==> config.mk <==
export PLATFORM = sky130hd
export DESIGN_NAME = handshake_receiver
export DESIGN_NICKNAME = d
export VERILOG_FILES = /design/src/rtl/handshake_receiver.sv
export SDC_FILE = /design/constraint.sdc
export NUM_CORES = 1
export LEC_CHECK = 0
export ABC_AREA = 1
export CAP_MARGIN = 25
export CELL_PAD_IN_SITES_DETAIL_PLACEMENT = 1
export CELL_PAD_IN_SITES_GLOBAL_PLACEMENT = 1
export CORE_AREA = 2 2 90 127
export CTS_CLUSTER_DIAMETER = 30
export DETAILED_ROUTE_END_ITERATION = 16
export DIE_AREA = 0 0 92 129
export GPL_TIMING_DRIVEN = 0
export PLACE_DENSITY_LB_ADDON = 0.3
export SKIP_LAST_GASP = 1
export SLEW_MARGIN = 0
export SYNTH_ARGS = -nofsm -noshare
export SYNTH_HDL_FRONTEND = slang
export SYNTH_SLANG_ARGS = --single-unit
export TNS_END_PERCENT = 100
==> constraint.sdc <==
create_clock -name clk -period 2.68 [get_ports clk]
set_input_delay 0.268 -clock clk [delete_from_list [all_inputs] [get_ports clk]]
set_output_delay 0.268 -clock clk [all_outputs]
set_load 0.02 [all_outputs]
==> src/rtl/handshake_receiver.sv <==
// handshake_receiver
//   Sink side of the 8-bit valid/ready handshake pair. Accepted beats go into
//   a small circular FIFO. A local consumer drains the FIFO whenever
//   random_stall is high. Every drained beat is checked against the sender's
//   incrementing sequence, and the block keeps saturating accept/error counts.
//
// Ports
//   clk           single rising-edge clock
//   rst           asynchronous active-high reset
//   random_stall  consumer enable: 1 = pop one entry this cycle if not empty
//   valid_i       beat valid from the sender
//   data_i        beat data from the sender
//   ready_o       registered accept capability back to the sender
//   pop_valid_o   one-cycle pulse: a drained beat is on pop_data_o
//   pop_data_o    drained beat data; holds its value between pops
//   err_o         one-cycle pulse with pop_valid_o when the beat is out of sequence
//   rx_cnt        accepted-beat count, saturating
//   err_cnt       sequence-error count, saturating
module handshake_receiver #(
    parameter int DW    = 8,
    parameter int DEPTH = 4,
    parameter int CNT_W = 16
) (
    input  logic             clk,
    input  logic             rst,
    input  logic             random_stall,
    input  logic             valid_i,
    input  logic [DW-1:0]    data_i,
    output logic             ready_o,
    output logic             pop_valid_o,
    output logic [DW-1:0]    pop_data_o,
    output logic             err_o,
    output logic [CNT_W-1:0] rx_cnt,
    output logic [CNT_W-1:0] err_cnt
);

    localparam int AW = $clog2(DEPTH);
    localparam int CW = AW + 1;

    logic [DW-1:0] mem [DEPTH];
    logic [AW-1:0] wr_ptr;
    logic [AW-1:0] rd_ptr;
    logic [CW-1:0] count;
    logic [CW-1:0] count_next;
    logic [DW-1:0] exp_data;
    logic [DW-1:0] head;
    logic          acc;
    logic          pop;

    always_comb begin
        acc        = valid_i & ready_o;
        pop        = random_stall & (count != '0);
        head       = mem[rd_ptr];
        count_next = count + CW'(acc) - CW'(pop);
    end

    // Storage is not reset: an entry is only read while count says it holds
    // a beat written after the last reset.
    always_ff @(posedge clk) begin
        if (acc) mem[wr_ptr] <= data_i;
    end

    always_ff @(posedge clk or posedge rst) begin
        if (rst) begin
            wr_ptr      <= '0;
            rd_ptr      <= '0;
            count       <= '0;
            ready_o     <= 1'b0;
            pop_valid_o <= 1'b0;
            pop_data_o  <= '0;
            err_o       <= 1'b0;
            exp_data    <= DW'(1);
            rx_cnt      <= '0;
            err_cnt     <= '0;
        end else begin
            count <= count_next;
            // Registered from the post-update occupancy, so a pop this cycle
            // reopens the input on the very next cycle.
            ready_o     <= (count_next < CW'(DEPTH));
            pop_valid_o <= pop;
            err_o       <= pop && (head != exp_data);

            // Pointers are AW bits wide, so power-of-two DEPTH wraps for free.
            if (acc) wr_ptr <= wr_ptr + 1'b1;
            if (acc && (rx_cnt != '1)) rx_cnt <= rx_cnt + 1'b1;

            if (pop) begin
                rd_ptr     <= rd_ptr + 1'b1;
                pop_data_o <= head;
                // Resync on every pop so one bad beat costs exactly one error.
                exp_data   <= head + 1'b1;
                if ((head != exp_data) && (err_cnt != '1))
                    err_cnt <= err_cnt + 1'b1;
            end
        end
    end

endmodule
* Yosys cells after proc, flatten, opt, wreduce, memory -nomap -nowiden
Memory sizes are Yosys's and may differ from the RTL's.
Index checks and enable logic that the tools add are counted.
** Word-level totals
- Input bits :: 12
- Memories kept :: 1
- Bits in writable memories :: 32
- Output and inout port bits :: 43
- Flip-flop bits (word level) :: 58
- Latch bits :: 0
- Bits in read-only memories :: 0
** Memory list
- mem :: words 4, bits a word 8, read ports 1, clocked after Yosys merged registers in 0, wr ports 1, RTL line 40 : logic [DW-1:0] mem [DEPTH];
** Cells by class
- Mux-type cells :: 2
- Add/sub/neg operators :: 7
- Div/mod/pow operators :: 0
- $mul :: 0
- Equality and inequality tests :: 3
- Magnitude comparators :: 1
- Shift operators :: 0
- Bitwise gates (word level) :: 2
- Reductions and logical operators :: 5
** Operator list (count)
- adder 16 x 1 -> 16 bit (second input constant) :: 2
- inequality test 16 bit (second input constant) :: 2
- adder 8 x 1 -> 8 bit (second input constant) :: 1
- inequality test 8 bit :: 1
- adder 2 x 1 -> 2 bit (second input constant) :: 2
- adder 3 x 1 -> 3 bit :: 1
- logical AND 1 bit :: 3
- < comparator 3 bit (second input constant) :: 1
- nonzero test 3 bit :: 1
- subtractor 3 x 1 -> 3 bit :: 1
- bitwise AND 1 bit :: 2
- two-way mux 1 bit :: 2
- AND reduction 2 bit :: 1

* Logic depth before layout (Yosys ltp)
Gate-level depths: netlist of run 1.
- Word-level depth :: 4
- Gate-level depth with buffers :: 15
- Depth with buffers taken out :: 12

* Worst setup path before layout of run 1
No wires, ideal clock.
- Kind :: reg2reg
- Start :: register count[1]
- End :: register ready_o
- Setup slack :: 290 ps
- Arrival :: 2270 ps
- Stages on the path, launching flop included :: 11
- Period minus slack after synthesis :: 2390 ps
- Path through :: dfrtp_1 > o31ai_1 > inv_1 > clkbuf_1 > ha_1 > inv_1 > ha_1 > inv_1 > fa_1 > xor2_1 > inv_1
** On the way
- Longest elaborated chain between the ends :: 4
** Ends and longest elaborated chain
- start: declaration :: RTL line 43 : logic [CW-1:0] count;
- start signal: assignment :: RTL line 76 : count <= count_next;
- nonzero test 3 bit :: RTL line 52 : pop = random_stall & (count != '0);
- bitwise AND 1 bit :: RTL line 52
- via pop :: RTL line 48 : logic pop;
- subtractor 3 x 1 -> 3 bit :: RTL line 54 : count_next = count + CW'(acc) - CW'(pop);
- via count_next[2] :: RTL line 44 : logic [CW-1:0] count_next;
- < comparator 3 bit :: RTL line 79 : ready_o <= (count_next < CW'(DEPTH));
- end signal: assignment :: RTL line 79
- end: declaration :: RTL line 29 : output logic ready_o,
The timed path passes the listed nets, and every way through them passes these cells.
A chain may end at the register's enable or synchronous reset.

* Worst setup path in the final report of run 1
- Start :: register count[1]
- End :: register ready_o
** On the way
- Longest elaborated chain between the ends :: 4
** Ends and longest elaborated chain (RTL line)
- branches (longest 2 deep; another with adder 3 x 1 -> 3 bit)
- subtractor 3 x 1 -> 3 bit * :: 54
- via count_next[2] :: 44
- < comparator 3 bit * :: 79
Mark *: on every way through the listed nets, which the timed path passes.

==> results of run 1 <==
worst register-to-register path: stages, from the launching register on:
cell and delay, ns:
dfrtp_1 0.44, o31ai_2 0.48, clkinvlp_4 0.20, ha_1 0.30, inv_1 0.07, ha_1 0.15
inv_1 0.05, fa_1 0.37, xor2_1 0.20, inv_1 0.09
registers in the layout, indices dropped and copies added, names as in the netlist:
name         flops
err_cnt         16
wr_ptr           2
err_o            1
rd_ptr           2
mem             32
pop_valid_o      1
exp_data         8
rx_cnt          16
pop_data_o       8
ready_o          1
count            3
layout by cell type (no fill, tap or decap), types with 3 or more instances in the layout:
master / synthesis / layout
nand2_1: 126 / 126
dfrtp_1: 57 / 57
clkdlybuf4s50_1: 0 / 54
inv_1: 53 / 51
nor2_1: 34 / 34
edfxtp_1: 32 / 32
nand3_1: 30 / 30
nand4_1: 25 / 25
xor2_1: 19 / 19
nand2_2: 18 / 18
o21ai_0: 13 / 13
xnor2_1: 10 / 10
ha_1: 9 / 9
clkbuf_16: 0 / 9
nand3_2: 7 / 7
nand2_4: 5 / 5
nand3_4: 4 / 4
clkbuf_1: 5 / 4
clkinvlp_4: 0 / 3
buf_6: 3 / 3
nor3_1: 3 / 3
area by class of cell:
class	instances	area, um^2	area share
multi-input combinational	320	1820	0.327
sequential	90	2410	0.433
inverter	56	221	0.0397
timing repair buffer	56	568	0.102
clock inverter	7	60.1	0.0108
clock buffer	9	225	0.0404
buffer	11	88.8	0.0159
tap	141	176	0.0316
routing by layer:
metal / vias up / global-route usage / routed length, um
met5: - / 0 / 0
met4: 0 / 0.0913 / 237
met3: 13 / 0.0299 / 295
met2: 47 / 0.393 / 6310
met1: 1749 / 0.222 / 4370
li1: 1688 / - / -
report_power, final:
group          total [W]  switching, W  internal [W]
combinational    0.00241       0.00150      0.000910
sequential       0.00204      0.000254       0.00179
clock            0.00122      0.000579      0.000645
worst max-delay path by stage:
stage                                   from                        end
after floorplan           count[1]$_DFF_PP0_          ready_o$_DFF_PP0_
after global placement                   rst  pop_data_o[0]$_DFFE_PP0P_
after detailed placement        random_stall          ready_o$_DFF_PP0_
after CTS                 count[1]$_DFF_PP0_          ready_o$_DFF_PP0_
after global routing      count[1]$_DFF_PP0_          ready_o$_DFF_PP0_
final                     count[1]$_DFF_PP0_          ready_o$_DFF_PP0_
cells by family after synthesis:
group | count (synthesis) | synth area share
buffers and inverters | 68 | 0.0683
AND/OR/NAND/NOR | 260 | 0.289
adder cells (fa/ha/maj) | 10 | 0.0292
AO/OA/AOI/OAI | 21 | 0.0265
XOR/XNOR | 29 | 0.0559
flip-flops | 90 | 0.532
cell usage after synthesis, types with 7 or more instances:
| cell type | instances |
|---|---|
| dfrtp_1 | 57 |
| edfxtp_1 | 32 |
| ha_1 | 9 |
| inv_1 | 53 |
| nand2_1 | 126 |
| nand2_2 | 18 |
| nand3_1 | 30 |
| nand3_2 | 7 |
| nand4_1 | 25 |
| nor2_1 | 34 |
| o21ai_0 | 13 |
| xnor2_1 | 10 |
| xor2_1 | 19 |
stage by stage:
stage | hold slack (ns) | std cells | setup slack [ns]
after floorplan | 0.367 | 478 | 0.290
after global placement | 0.471 | 673 | -0.228
after detailed placement | 0.472 | 674 | -0.357
after CTS | 0.349 | 690 | 0.166
after global routing | 0.401 | 690 | 0.0191
final | 0.329 | 690 | 0.213
timing repair:
action,CTS,global route
gates resized for setup,2,0
buffers inserted,1,0
setup endpoints to repair,3,0
==> key figures, run 1 <==
Synth
  – Asr flop ratio synth: 0.644
  – Post-Syn Area: 4540 um^2
  – Synth cell types: 36
  – Share of the synthesized area in the top cell type: 0.314
  – Post-synth top area cell: dfrtp_1
  – Synth Warn #: 0
  – Post-synth EDFFs: 32
  – Largest cells by area after synthesis: dfrtp_1 31%, edfxtp_1 21%, nand2_1 10%, inv_1 4.4%, xor2_1 3.7%
  – Synthesized area per cell: 9.50 um^2
  – Post-synthesis register bit count: 90
  – Seq/Total Area, Yosys: 0.532
  – Synth Instances: 478
  – Post-Syn Nets: 500
  – Synth Flop Type: dfrtp_1

Layout
  – Post-route cell area: 5580 um^2
  – Post-layout util: 0.521
  – Final nets: 566
  – Area grow syn2layout: 22.8%
  – Fillers: 1225
  – Layout cells sized above 1: 0.129
  – Antenna cell count: 0

Die
  – Core Region: 10700 um^2
  – Top Ports: 55
  – Die H: 129 um
  – Initial Util: 0.424
  – Standard-cell rows: 45
  – Die area: 11900 um^2
  – Die width: 92 um

Worst setup path
  – Startpoint types: flop
  – Worst r2r dst: ready_o$_DFF_PP0_
  – Cell mode on critical path: inv_1
  – Critical Path Fanout Max: 4
  – Req. time, crit path: 2.91 ns
  – Cells along the critical path: o31ai_2 > clkinvlp_4 > ha_1 > inv_1 > ha_1 > inv_1 > fa_1 > xor2_1 > inv_1
  – Crit path DAT: 2.70 ns
  – CP Class: flop to flop
  – Crit path largest cell delay: 0.48 ns
  – Worst reg2reg startpoint: count[1]$_DFF_PP0_
  – Worst path bufs/invs: 4
  – Reg2Reg Depth: 9
  – CP Depth: 9
  – Top delay family on crit path: adder cells
  – Slowest-stage cell, CP: o31ai_2
  – Endpoint class of the critical path: flop
  – R2R Setup Slk: 0.21 ns

STA
  – Max Slew Vio Count: 0
  – Final Setup Violations: 0
  – Post-route minimum period: 2.47 ns
  – Fmax: 405 MHz
  – Clock skew: 0.00356 ns
  – Slew margin rel.: 0.435
  – RSZ-0062 raised after global routing: false
  – Period utilisation layout: 0.920
  – Hold Vio Cnt, Final: 0
  – Post-route setup TNS: 0 ns
  – Slew of the pin with the lowest slew margin: 0.844 ns

Clock network
  – Maximum clock path buffer count: 2
  – CTS sink count: 90
  – CTS HTree Levels: 3
  – Clock latency on the worst-skew pair: 0.35 ns
  – TritonCTS clock tree: yes
  – Reg clk slew, reported paths: 0.07 ns
  – Cts hold-fix bufs: 0
  – Num CTS Buffers: 9
  – Root buf cell: clkbuf_16

Placed design
  – Count of input and output buffers: 54
  – Area after DPL: 5280 um^2
  – Placer Congestion: 0.789
  – Hpwl dp: 8.21 mm

Routing
  – Routed Antenna Nets: 0
  – Drt initial violations: 105
  – DR WL/cell: 16.3 um
  – WL final: 11.2 mm
  – Vias: 3497
  – Avg Vias per Cell: 5.07
  – Drt pass-1 iters: 5
  – Drc violations: 0

Global routing
  – Largest net degree at the start of global routing: 33
  – Vias in the first global route: 3793
  – First-pass GRT wire length: 18.7 mm
  – Total gr overflow: 0
  – Gr usage total: 0.205
  – Initial antenna violation count: 0

Flow run
  – MaxCap Viol Count: 0

Pwr
  – Power Density: 1020 nW/um^2
  – Final Power: 0.00568 W
  – LEAKAGE: 2.51 nW
  – Peak supply drop: 0.000456 V

Outcome
  – Status: complete, no violations

Min path
  – Hold crit path type: primary input to async pin
(Power assumes the default switching activity.)
==> inputs of run 2 (changes only) <==
--- a/config.mk
+++ b/config.mk
@@ -10,7 +10,6 @@
 export CELL_PAD_IN_SITES_DETAIL_PLACEMENT = 1
 export CELL_PAD_IN_SITES_GLOBAL_PLACEMENT = 1
 export CORE_AREA = 2 2 90 127
-export CTS_CLUSTER_DIAMETER = 30
 export DETAILED_ROUTE_END_ITERATION = 16
 export DIE_AREA = 0 0 92 129
 export GPL_TIMING_DRIVEN = 0
==> results of run 2 <==
Same layout as run 1: the final DEF is identical, and so are final timing and power.
